==> src/rtl/add_board_pkg.sv <==
// Shared definitions for the 3-bit adder board: clocking defaults, operand width
// and the per-bit debounce state encoding.
package add_board_pkg;

    localparam int BOARD_CLK_HZ     = 50_000_000;
    localparam int DEF_TICK_DIV     = BOARD_CLK_HZ / 1000;
    localparam int DEF_STABLE_TICKS = 20;
    localparam int OPW              = 3;

    typedef enum logic {
        IDLE = 1'b0,
        PEND = 1'b1
    } db_state_e;

endpackage

==> src/rtl/debounce_bit.sv <==
// Debounce FSM for one synchronised switch bit: a new level is accepted only after
// it has persisted for STABLE_TICKS debounce ticks without reverting.
module debounce_bit
    import add_board_pkg::*;
#(
    parameter int STABLE_TICKS = DEF_STABLE_TICKS
) (
    input  logic clk,
    input  logic rst,
    input  logic tick,
    input  logic s,
    output logic stable,
    output logic chg
);

    localparam int CNTW = $clog2(STABLE_TICKS);
    localparam logic [CNTW-1:0] CNT_LAST = CNTW'(STABLE_TICKS - 1);

    db_state_e       state_q, state_d;
    logic [CNTW-1:0] cnt_q, cnt_d;
    logic            stable_q, stable_d;
    logic            chg_q, chg_d;

    always_ff @(posedge clk) begin
        if (rst) begin
            state_q  <= IDLE;
            cnt_q    <= '0;
            stable_q <= 1'b0;
            chg_q    <= 1'b0;
        end else begin
            state_q  <= state_d;
            cnt_q    <= cnt_d;
            stable_q <= stable_d;
            chg_q    <= chg_d;
        end
    end

    // Any cycle where the input agrees with the stable level cancels a pending change.
    always_comb begin
        state_d  = state_q;
        cnt_d    = cnt_q;
        stable_d = stable_q;
        chg_d    = 1'b0;
        case (state_q)
            IDLE: begin
                cnt_d = '0;
                if (s != stable_q) begin
                    state_d = PEND;
                end
            end
            PEND: begin
                if (s == stable_q) begin
                    state_d = IDLE;
                    cnt_d   = '0;
                end else if (tick) begin
                    if (cnt_q == CNT_LAST) begin
                        stable_d = s;
                        chg_d    = 1'b1;
                        state_d  = IDLE;
                        cnt_d    = '0;
                    end else begin
                        cnt_d = cnt_q + CNTW'(1);
                    end
                end
            end
            default: begin
                state_d = IDLE;
                cnt_d   = '0;
            end
        endcase
    end

    assign stable = stable_q;
    assign chg    = chg_q;

endmodule

==> src/rtl/operand_debounce.sv <==
// Front end of the adder/display path: synchronises the six active-low DIP switches,
// debounces each bit and presents registered operands plus change/update strobes.
module operand_debounce
    import add_board_pkg::*;
#(
    parameter int TICK_DIV     = DEF_TICK_DIV,
    parameter int STABLE_TICKS = DEF_STABLE_TICKS
) (
    input  logic             clk,
    input  logic             rst,
    input  logic [2*OPW-1:0] sw_n,
    output logic [OPW-1:0]   a,
    output logic [OPW-1:0]   b,
    output logic [2*OPW-1:0] chg,
    output logic             upd
);

    localparam int NBITS = 2 * OPW;
    localparam int TCW   = $clog2(TICK_DIV);
    localparam logic [TCW-1:0] TCNT_LAST = TCW'(TICK_DIV - 1);

    logic [NBITS-1:0] sync1_q, sync2_q;
    logic [NBITS-1:0] s;
    logic [TCW-1:0]   tickCnt_q, tickCnt_d;
    logic             tick;
    logic [NBITS-1:0] stable;
    logic             upd_q;

    // Reset to the released (all-high) level so a held switch is seen as a fresh change.
    always_ff @(posedge clk) begin
        if (rst) begin
            sync1_q <= '1;
            sync2_q <= '1;
        end else begin
            sync1_q <= sw_n;
            sync2_q <= sync1_q;
        end
    end

    assign s = ~sync2_q;

    assign tick      = (tickCnt_q == TCNT_LAST);
    assign tickCnt_d = tick ? '0 : tickCnt_q + TCW'(1);

    always_ff @(posedge clk) begin
        if (rst) begin
            tickCnt_q <= '0;
            upd_q     <= 1'b0;
        end else begin
            tickCnt_q <= tickCnt_d;
            upd_q     <= |chg;
        end
    end

    for (genvar i = 0; i < NBITS; i++) begin : gBit
        debounce_bit #(
            .STABLE_TICKS(STABLE_TICKS)
        ) uBit (
            .clk   (clk),
            .rst   (rst),
            .tick  (tick),
            .s     (s[i]),
            .stable(stable[i]),
            .chg   (chg[i])
        );
    end

    assign a   = stable[OPW-1:0];
    assign b   = stable[NBITS-1:OPW];
    assign upd = upd_q;

endmodule
==> config.mk <==
export PLATFORM = sky130hd
export DESIGN_NAME = operand_debounce
export DESIGN_NICKNAME = d
export VERILOG_FILES = /design/src/rtl/add_board_pkg.sv /design/src/rtl/debounce_bit.sv /design/src/rtl/operand_debounce.sv
export SDC_FILE = /design/constraint.sdc
export NUM_CORES = 1
export LEC_CHECK = 0
export CORE_MARGIN = 1.5
export CORE_UTILIZATION = 58
export CTS_CLUSTER_SIZE = 16
export DETAILED_ROUTE_END_ITERATION = 16
export PLACE_DENSITY = 0.9
export SETUP_SLACK_MARGIN = 0.3
export SLEW_MARGIN = 20
export SYNTH_ARGS = -nofsm -noshare
export SYNTH_HDL_FRONTEND = slang
export SYNTH_HIERARCHICAL = 1
export SYNTH_SLANG_ARGS = --single-unit
==> constraint.sdc <==
create_clock -name clk -period 4.56 [get_ports clk]
set_input_delay 0.912 -clock clk [delete_from_list [all_inputs] [get_ports clk]]
set_output_delay 0.912 -clock clk [all_outputs]
set_load 0.005 [all_outputs]
=== Word-level counts from Yosys, hierarchy flattened ===
Index checks and enable logic that the tools add are counted.
W data, S select, Z words.

* Flip-flop bits (word level): 77
* Bits of input ports: 8
* Output and inout bits: 13
* Word-level logic and storage cells: 148

* Add/subtract/negate cells: 7
* Eq/ne operators: 25
* Muxes and demuxes: 60
* Bitwise logic cells: 14
* Reduce and logical (&&, ||, !) cells: 14

{| class="wikitable"
|+ Operators with widths
! kind !! count
|-
| $mux W5 || 18
|-
| $pmux W5 S2 || 6
|-
| $add A5 B1 Y5 const B || 6
|-
| $eq A5 B5 Y1 const B || 6
|-
| $mux W1 || 30
|-
| $reduce_and A4 Y1 || 6
|-
| $reduce_or A4 Y1 || 6
|-
| $ne A3 B3 Y1 const B || 6
|-
| $add A16 B1 Y16 const B || 1
|-
| $eq A16 B16 Y1 const B || 1
|-
| $not A1 Y1 || 13
|-
| $pmux W1 S2 || 6
|-
| $eq A1 B1 Y1 || 6
|-
| $ne A1 B1 Y1 || 6
|-
| $not A6 Y6 || 1
|-
| $reduce_or A6 Y1 || 1
|-
| $reduce_or A2 Y1 || 1
|}

=== Longest topological paths before layout ===
Gate-level depths: netlist (run 1).

* Depth in word-level cells: 5
* Mapped depth: 7
* Mapped depth without buffers: 6

=== Modules after synthesis ===
The synthesis (run 1) kept the hierarchy.

{| class="wikitable"
|+ By module, submodules not included
! module !! instances !! cells each !! area each (µm²) !! seq. area each (µm²)
|-
| debounce_bit || 6 || 39 || 362.8 || 160.2
|-
| operand_debounce || 1 || 115 || 1102.3 || 580.6
|}

=== Worst setup path before layout (run 1) ===
OpenSTA, ideal clock, no wires.

* Path type: reg2reg
* Start point: register tickCnt_q[11]
* End point: register gBit[0].uBit.cnt_q[2]
* Library setup time: 68 ps
* Arrival: 3188 ps
* Required time: 4492 ps
* Path slack: 1304 ps
* Cell stages (with the launch flop): 6
* Path buffers: 0
* Clock period less this slack: 3256 ps
* Path through: dfxtp_1 or4b_1 nor4_2 nand2_2 or3_1 a21oi_2

* Word-level cells in the longest chain between the ends: 2

{| class="wikitable"
|+ RTL lines
! element !! line !! source
|-
| start: declaration || operand_debounce.sv:24 || <nowiki>logic [TCW-1:0] tickCnt_q, tickCnt_d;</nowiki>
|-
| start signal: assignment || operand_debounce.sv:50 || <nowiki>tickCnt_q <= tickCnt_d;</nowiki>
|-
| $eq A16 B16 Y1 || operand_debounce.sv:42 || <nowiki>assign tick = (tickCnt_q == TCNT_LAST);</nowiki>
|-
| named net tick || operand_debounce.sv:25 || <nowiki>logic tick;</nowiki>
|-
| $ne A3 B3 Y1 (no line) || -- ||
|-
| end signal: assignment || debounce_bit.sv:32 || <nowiki>cnt_q <= cnt_d;</nowiki>
|-
| end: declaration || debounce_bit.sv:20 || <nowiki>logic [CNTW-1:0] cnt_q, cnt_d;</nowiki>
|}

The timed path passes the listed nets, and every way through them passes these cells.
A chain may end at the register's enable or synchronous reset.

=== Worst setup path in the final report (run 1) ===
* Start point: input rst
* End point: register tickCnt_q[8]

* Word-level cells in the longest chain between the ends: 1

{| class="wikitable"
|+ RTL lines
! element !! line !! source
|-
| start: declaration || operand_debounce.sv:10 || <nowiki>input logic rst,</nowiki>
|-
| $reduce_or A2 Y1 (no line) || -- ||
|}

Every way passes these cells.

==> flow_summary_export.csv, run 1 <==
group,metric,value,unit
global_routing,antenna_found_initial,0,
timing,setup_tns,0,ns
clock_tree,clk_pin_slew,0.08,ns
yosys,ys_warn_count,6,
placement,place_ws,1.80,ns
timing,finClkSkew,0.00911,ns
placement,dp_cells,439,
min_path,hold_class,"flip-flop to flip-flop",
cells_and_area,final_nets,393,
global_routing,grt_max_degree,40,
yosys,synthXorXnorAreaFrac,0.0668,
timing,slew_headroom,0.396,
timing,post-route-period-util,0.520,
die,core,5470,um^2
placement,place.gp.congestion,0.786,
yosys,synthMuxAreaShare,0.0366,
clock_tree,clock_latency,0.35,ns
clock_tree,cts_tree,"built",
yosys,synthesis.area,3280,um^2
power,powerDensity,323,nW/um^2
route,dr.pass1.iters,4,
die,die_w,78.2,um
flow_run,cap_violations,0,
timing,maxSlewViolCount,0,
cells_and_area,stdcell_count,454,
yosys,synth-seq-cells,77,
clock_tree,cts.sinks,77,
route,vias,2457,
setup_path,critPathRequiredTime,4.78,ns
placement,placed_area,3560,um^2
setup_path,cp_slowest_cell,"clkdlybuf4s50_1",
yosys,syn_avg_cell_area,9.40,um^2
yosys,synth-seq-area-share,0.470,
timing,post-route-min-period,2.37,ns
cells_and_area,area_delta_synth_final,14.2,%
die,fp.dieH,78.2,um
clock_tree,postCtsHoldBufs,0,
route,drc_errors,0,
yosys,syn_nets,364,
route,drt-initial-drc-count,132,
global_routing,grt_pass1_vias,2448,
route,drt-vias-per-instance,5.41,
power,seqPwrFrac,0.567,
global_routing,grt_pass1_wl,10400,um
setup_path,critPathMaxFanout,39,
power,sw_frac_of_total,0.206,
die,ios,21,
setup_path,worstSetupEndpointType,"flip-flop",
clock_tree,post_cts_buffers,0,
clock_tree,cts_resized,0,
timing,worst_pin_slew,0.903,ns
yosys,synth_top_family_by_area,"simple AND/OR/NAND/NOR gates",
yosys,synth-adder-area-share,0.0267,
power,p_sw,0.249,mW
timing,hold_viol_final,0,
timing,final-setup-viol-count,0,
yosys,synth_edf_count,0,
timing,grt_setup_unrepaired,"no",
power,vdd_drop_max,0.227,mV
clock_tree,cts_max_path_buffers,2,
yosys,synth_ff_type,"dfxtp_1",
yosys,async_flop_share,0,
setup_path,cp_cell_sequence,"clkdlybuf4s50_1 -> or2_1 -> nor2_1",
power,p_leak,1.31,nW
timing,fmax,422,MHz
power,comb_power_share,0.023,
yosys,synthSimpleGateAreaFrac,0.289,
clock_tree,cts_buffers,9,
yosys,synth_cells,349,
timing,layout_setup_ws,2.19,ns
global_routing,grt_usage,0.213,
yosys,post_synth_num_cell_types,34,
placement,io_buffers,20,
setup_path,critPathArrivalTime,2.59,ns
route,ant_nets,0,
die,die_area,6110,um^2
route,wl_per_cell,12.5,um
setup_path,worstSetupPathType,"input port to flip-flop",
clock_tree,root_buffer,"clkbuf_8",
status,status,"completed",
setup_path,max_stage_delay,1.06,ns
setup_path,startpoint_type,"input port",
route,totalWireLength,5690,um
yosys,synth_compound_area_frac,0.0763,
die,initial_core_util,0.599,
cells_and_area,antenna_cells,0,
cells_and_area,design_area,3750,um^2
global_routing,grt_overflow,0,
die,rows,27,
placement,dpl.hpwl,3880,um
power,p_clk_frac,0.410,
cells_and_area,drive_above_1_share,0.105,
power,intPower,0.960,mW
clock_tree,htreeDepth,3,
through the flow:
step	power [mW]	utilization	hold slack [ns]
final	1.21	0.684	0.407
after global routing	1.26	0.684	0.427
after CTS	1.22	0.684	0.409
after detailed placement	0.729	0.650	0.393
after global placement	0.727	0.650	0.391
after floorplan	0.719	-	0.389
power groups by stage:
stage | registers, mW | clock network, mW | logic (mW)
3_3_place_gp | 0.700 | 0 | 0.0273
3_5_place_dp | 0.701 | 0 | 0.0282
5_1_grt | 0.686 | 0.540 | 0.0325
6_report | 0.685 | 0.496 | 0.0279
2_1_floorplan | 0.699 | 0 | 0.0199
4_1_cts | 0.685 | 0.507 | 0.0284
synthesized netlist by cell type, types with 7 or more instances:
cell	number	share of area
or2_2	12	0.023
xor2_1	16	0.043
a21oi_1	14	0.021
inv_1	22	0.025
nor2_1	42	0.048
nor2b_1	12	0.023
dfxtp_1	77	0.47
mux2i_1	12	0.037
o21ai_0	12	0.018
nand4_1	10	0.019
nand2b_1	18	0.034
or3_1	7	0.013
xnor2_1	9	0.024
ha_1	7	0.027
nor3_1	10	0.015
nand2_1	16	0.018
layout make-up:
cell class	count	area, um^2
fillers	430	1730
flip-flops and latches	77	1540
clock inverters	4	48.8
multi-input cells	247	1630
clock buffers	11	141
inverters	22	82.6
repair buffers	21	208
well taps	72	90.1
registers in the layout (all words and copies together), names as in the netlist:
signal and flops:
gBit.uBit/chg 6, gBit.uBit/cnt_q 30, gBit.uBit/stable 6, gBit.uBit/state_q 6, sync1_q 6, sync2_q 6
tickCnt_q 16, upd 1
kinds of logic after synthesis:
kind of cell	after synthesis
muxes	12
DFF	77
AOI/OAI and AO/OA	39
and+or+nand+nor	164
buffers and inverters	25
xor gates and xnor gates	25
adders and majority gates	7
cells in the final DEF, fill, tap and decap left out, types with 7 or more instances in the layout:
cell | Yosys | layout
a21oi_1 | 14 | 14
o21ai_0 | 12 | 12
or2_2 | 12 | 12
xnor2_1 | 9 | 9
nor2_1 | 42 | 42
nor2b_1 | 12 | 12
inv_1 | 22 | 22
nor3_1 | 10 | 10
ha_1 | 7 | 7
nand2_1 | 16 | 16
clkdlybuf4s50_1 | 0 | 20
nand2b_1 | 18 | 18
clkbuf_8 | 0 | 10
or3_1 | 7 | 7
dfxtp_1 | 77 | 77
xor2_1 | 16 | 16
mux2i_1 | 12 | 12
nand4_1 | 10 | 10
worst paths after layout:
check	start	end	slack, ns	cells past startpoint
min	sync1_q[3]$_SDFF_PP1_	sync2_q[3]$_SDFF_PP1_	0.41	1
max reg2reg	tickCnt_q[0]$_SDFF_PP0_	gBit[5].uBit/cnt_q[2]$_SDFFE_PP0P_	2.21	7
min reg2reg	sync1_q[3]$_SDFF_PP1_	sync2_q[3]$_SDFF_PP1_	0.41	1
max	rst	tickCnt_q[8]$_SDFF_PP0_	2.19	3
critical path, delay by kind of cell:
kind                   cells  cell delay (ns)
buffers and inverters      1             1.06
and+or+nand+nor            2             0.61
layer usage:
layer / part of all wire / up-vias / GRT usage
met2: 0.50 / 33 / 0.369
met1: 0.45 / 1148 / 0.246
met3: 0.026 / 15 / 0.0628
met4: 0.022 / 0 / 0.0875
li1: - / 1261 / -
met5: 0 / - / 0
Note: power is estimated with default switching activity, not from simulation.
==> run 2, diff against run 1 <==
==> constraint.sdc (replaced) <==
create_clock -name clk -period 2.2 [get_ports clk]
set_input_delay 0.44 -clock clk [delete_from_list [all_inputs] [get_ports clk]]
set_output_delay 0.44 -clock clk [all_outputs]
set_load 0.005 [all_outputs]
==> flow_summary_export.csv, run 2 (synthesis results as in run 1) <==
group,metric,value,unit
clock_tree,cts.sinks,77,
global_routing,grt_overflow,0,
setup_path,critPathArrivalTime,2.40,ns
setup_path,critPathRequiredTime,2.49,ns
die,fp.dieH,78.2,um
global_routing,grt_pass1_wl,11100,um
cells_and_area,n_fill_cell,348,
power,vdd_drop_max,0.494,mV
placement,place_ws,0.160,ns
timing,maxSlewViolCount,0,
clock_tree,cts_tree,"built",
global_routing,grt_usage,0.234,
die,die_w,78.2,um
power,seqPwrFrac,0.550,
timing,fmax,473,MHz
global_routing,antenna_found_initial,0,
cells_and_area,final_common_cell,"dfxtp_1",
power,powerDensity,626,nW/um^2
cells_and_area,drive_above_1_share,0.229,
power,comb_power_share,0.028,
min_path,hold_class,"flip-flop to flip-flop",
clock_tree,cts_buffers,9,
timing,worst_pin_slew,0.365,ns
clock_tree,clock_latency,0.36,ns
flow_run,cap_violations,0,
cells_and_area,final_cell_mix,"dfxtp_1, nor2_1, inv_1, clkdlybuf4s50_1, nand2b_1",
route,ant_nets,0,
route,drc_errors,0,
timing,slew_headroom,0.755,
die,core,5470,um^2
die,rows,27,
power,p_leak,1.50,nW
cells_and_area,largest-register,"gBit.uBit/cnt_q",
timing,finClkSkew,0.0109,ns
power,p_clk_frac,0.422,
cells_and_area,area_delta_synth_final,25.7,%
route,drt-initial-drc-count,148,
timing,final-setup-viol-count,0,
power,sw_frac_of_total,0.214,
power,intPower,2.03,mW
timing,hold_viol_final,0,
cells_and_area,design_area,4120,um^2
setup_path,startpoint_type,"flip-flop",
clock_tree,postCtsHoldBufs,0,
route,wl_per_cell,14.8,um
timing,post-route-period-util,0.960,
power,p_sw,0.553,mW
clock_tree,htreeDepth,3,
placement,placed_area,3630,um^2
clock_tree,clk_pin_slew,0.08,ns
timing,grt_setup_unrepaired,"yes",
status,status,"completed",
route,drt-vias-per-instance,5.51,
placement,io_buffers,20,
cells_and_area,antenna_cells,0,
setup_path,worstSetupPathType,"flip-flop to flip-flop",
die,initial_core_util,0.599,
timing,holdWs,0.413,ns
die,ios,21,
route,totalWireLength,6980,um
placement,dpl.hpwl,3950,um
global_routing,grt_max_degree,23,
timing,post-route-min-period,2.11,ns
clock_tree,cts_max_path_buffers,2,
cells_and_area,reg.largest.list,"gBit.uBit/cnt_q: 30 flops, tickCnt_q: 16 flops",
route,vias,2605,
cells_and_area,final_nets,412,
die,die_area,6110,um^2
clock_tree,root_buffer,"clkbuf_8",
cells_and_area,largest_reg_flops,30,
global_routing,grt_pass1_vias,2482,
timing,layout_setup_ws,0.0873,ns
setup_path,critPathMaxFanout,8,
placement,place.gp.congestion,0.811,
route,dr.pass1.iters,4,
setup_path,worstSetupEndpointType,"flip-flop",
==> run 2: power by group through the flow <==
stage	sequential [mW]	clock, mW	combinational (mW)
after floorplan	1.45	0	0.0417
after global placement	1.45	0	0.0610
after detailed placement	1.45	0	0.0634
after CTS	1.42	1.09	0.0702
after global routing	1.42	1.16	0.0796
final	1.42	1.09	0.0722
==> run 2: cell type report <==
| type | instances | area, um^2 | area share |
|---|---|---|---|
| Sequential cell | 77 | 1550 | 0.376 |
| Clock inverter | 4 | 47.5 | 0.0115 |
| Multi-Input combinational cell | 247 | 1760 | 0.426 |
| Inverter | 22 | 85.1 | 0.0206 |
| Timing Repair Buffer | 40 | 442 | 0.107 |
| Tap cell | 72 | 90.1 | 0.0219 |
| Clock buffer | 11 | 151 | 0.0367 |
==> run 2: worst paths after layout <==
| path | depth (start not counted) | end | start | slack (ns) |
|---|---|---|---|---|
| hold / removal | 1 | sync2_q[4]$_SDFF_PP1_ | sync1_q[4]$_SDFF_PP1_ | 0.41 |
| setup reg to reg | 7 | gBit[2].uBit/cnt_q[2]$_SDFFE_PP0P_ | tickCnt_q[11]$_SDFF_PP0_ | 0.09 |
| setup / recovery | 7 | gBit[2].uBit/cnt_q[2]$_SDFFE_PP0P_ | tickCnt_q[11]$_SDFF_PP0_ | 0.09 |
| hold reg to reg | 1 | sync2_q[4]$_SDFF_PP1_ | sync1_q[4]$_SDFF_PP1_ | 0.41 |
==> run 2: metrics by stage <==
stage | instances | util | power (mW) | setup TNS, ns
after floorplan | 349 | - | 1.49 | -16.56
after global placement | 446 | 0.663 | 1.51 | 0
after detailed placement | 446 | 0.663 | 1.52 | 0
after CTS | 470 | 0.735 | 2.58 | 0
after global routing | 473 | 0.753 | 2.66 | 0
final | 473 | 0.753 | 2.58 | 0
==> run 2: critical path: stages, from the launching register on <==
cell,delay [ns]
dfxtp_2,0.33
or4b_4,0.55
nor4_4,0.29
buf_6,0.17
buf_12,0.15
nand2_2,0.10
or3_1,0.34
a21oi_2,0.12
==> run 2: layer usage <==
layer,up-vias,wire [um],global-route usage
met5,-,0,0
met4,0,198,0.120
met3,19,259,0.0442
met2,65,3520,0.415
met1,1224,3000,0.266
li1,1297,-,-
==> run 2: timing repair <==
item / CTS / global route
setup buffers: 5 / 3
cloned: 4 / 0
endpoints found under the setup margin: 41 / 60
resized for setup: 26 / 26
pin swaps: 13 / 10
==> run 3, diff against run 2 <==
--- a/config.mk
+++ b/config.mk
@@ -10,6 +10,7 @@
 export CTS_CLUSTER_SIZE = 16
 export DETAILED_ROUTE_END_ITERATION = 16
 export PLACE_DENSITY = 0.9
+export REMOVE_ABC_BUFFERS = 1
 export SETUP_SLACK_MARGIN = 0.3
 export SLEW_MARGIN = 20
 export SYNTH_ARGS = -nofsm -noshare
==> flow_summary_export.csv, run 3 (synthesis results as in run 1) <==
group,metric,value,unit
status,status,"completed",
route,dr.pass1.iters,4,
global_routing,grt_max_degree,17,
cells_and_area,final_cell_mix,"dfxtp_1, nor2_1, inv_1, clkdlybuf4s50_1, nand2b_1",
route,ant_nets,0,
global_routing,grt_pass1_vias,2563,
timing,hold_viol_final,0,
cells_and_area,n_fill_cell,365,
clock_tree,cts_buffers,9,
cells_and_area,final_nets,411,
route,vias,2615,
power,seqPwrFrac,0.576,
power,p_sw,0.546,mW
power,comb_power_share,0.033,
clock_tree,clk_pin_slew,0.08,ns
setup_path,critPathRequiredTime,2.49,ns
cells_and_area,reg.largest.list,"gBit.uBit/cnt_q: 30 flops, tickCnt_q: 16 flops",
clock_tree,root_buffer,"clkbuf_8",
route,wl_per_cell,15.7,um
flow_run,cap_violations,0,
power,powerDensity,587,nW/um^2
cells_and_area,stdcell_count,472,
power,p_clk_frac,0.392,
clock_tree,cts_tree,"built",
setup_path,cp_cell_sequence,"or4bb_4 -> nor4_4 -> buf_4 -> buf_12 -> nand2_2 -> or3_1 -> a21oi_2",
die,core,5470,um^2
timing,holdWs,0.414,ns
cells_and_area,multi_input_area,1840,um^2
die,ios,21,
cells_and_area,largest_reg_flops,30,
timing,finClkSkew,0.00433,ns
timing,slew_headroom,0.687,
clock_tree,cts.sinks,77,
timing,grt_setup_unrepaired,"yes",
timing,fmax,470,MHz
global_routing,grt_usage,0.245,
cells_and_area,area_delta_synth_final,27.9,%
placement,placed_area,3620,um^2
route,drt-vias-per-instance,5.54,
setup_path,critPathArrivalTime,2.42,ns
clock_tree,clock_latency,0.35,ns
cells_and_area,largest-register,"gBit.uBit/cnt_q",
die,fp.dieH,78.2,um
power,sw_frac_of_total,0.222,
cells_and_area,drive_above_1_share,0.250,
timing,post-route-min-period,2.13,ns
power,p_leak,1.50,nW
setup_path,max_stage_delay,0.53,ns
route,totalWireLength,7420,um
setup_path,crit_family,"simple AND/OR/NAND/NOR gates",
power,vdd_drop_max,0.525,mV
setup_path,cp_slowest_cell,"or4bb_4",
die,initial_core_util,0.599,
placement,place.gp.congestion,0.820,
setup_path,critPathMaxFanout,8,
clock_tree,htreeDepth,3,
route,drc_errors,0,
placement,dpl.hpwl,4460,um
min_path,hold_class,"flip-flop to flip-flop",
power,p_total,2.46,mW
timing,maxSlewViolCount,0,
setup_path,cp_num_buf_inv,2,
placement,place_ws,0.0633,ns
placement,io_buffers,20,
global_routing,grt_pass1_wl,11600,um
cells_and_area,design_area,4200,um^2
die,die_w,78.2,um
timing,final-setup-viol-count,0,
cells_and_area,antenna_cells,0,
die,die_area,6110,um^2
timing,post-route-period-util,0.968,
global_routing,antenna_found_initial,0,
setup_path,startpoint_type,"flip-flop",
power,intPower,1.92,mW
timing,layout_setup_ws,0.0704,ns
global_routing,grt_overflow,0,
cells_and_area,final_common_cell,"dfxtp_1",
cells_and_area,final-seq-area,1560,um^2
setup_path,worstSetupPathType,"flip-flop to flip-flop",
placement,dp_cells,444,
timing,worst_pin_slew,0.467,ns
clock_tree,cts_max_path_buffers,2,
setup_path,worstSetupEndpointType,"flip-flop",
route,drt-initial-drc-count,144,
die,rows,27,
-- run 3: changes by cell type in the layout (fill, tap and decap cells not counted), sizes merged --
cell,previous run,this run
buf,20,18
clkbuf,11,13
bufinv,1,0
-- run 3: path summary, 6_finish.rpt --
check                               start                                 end  slack (ns)  depth (start not counted)
setup / recovery  tickCnt_q[8]$_SDFF_PP0_  gBit[2].uBit/cnt_q[2]$_SDFFE_PP0P_        0.07                          7
hold / removal      sync1_q[3]$_SDFF_PP1_               sync2_q[3]$_SDFF_PP1_        0.41                          1
setup reg to reg  tickCnt_q[8]$_SDFF_PP0_  gBit[2].uBit/cnt_q[2]$_SDFFE_PP0P_        0.07                          7
hold reg to reg     sync1_q[3]$_SDFF_PP1_               sync2_q[3]$_SDFF_PP1_        0.41                          1
-- run 3: area by class of cell --
cell class                 instances  area share
multi-input combinational        247       0.438
sequential                        77       0.371
timing repair buffer              39       0.108
clock buffer                      12      0.0370
tap                               72      0.0215
inverter                          22      0.0197
clock inverter                     3     0.00507
-- run 3: per-stage QoR --
stage | util | setup TNS (ns)
6_report | 0.767 | 0
5_1_grt | 0.767 | -0.0405
4_1_cts | 0.727 | 0
3_5_place_dp | 0.661 | 0
3_3_place_gp | 0.661 | 0
2_1_floorplan | - | -58.79
-- run 3: what timing repair did --
action / 4_1_cts / 5_1_grt
cloned: 3 / 1
pin swaps: 14 / 27
buffers inserted: 7 / 2
hold buffers: 0 / 0
gates resized for setup: 24 / 53
endpoints found under the setup margin: 52 / 63
-- run 3: per-layer routing --
layer / track usage / vias up / wire length (um) / share of wire
met5: 0 / - / 0 / 0
met1: 0.266 / 1259 / 3080 / 0.41
met4: 0.0982 / 0 / 174 / 0.023
met3: 0.0721 / 18 / 216 / 0.029
li1: - / 1288 / - / -
met2: 0.445 / 50 / 3950 / 0.53
-- run 3: power groups by stage --
stage / combinational (mW) / sequential [mW] / clock (mW)
floorplan: 0.0347 / 1.45 / 0
global placement: 0.0639 / 1.45 / 0
detailed placement: 0.0665 / 1.45 / 0
CTS: 0.0667 / 1.42 / 0.983
global route: 0.0879 / 1.42 / 1.05
finish: 0.0805 / 1.42 / 0.965
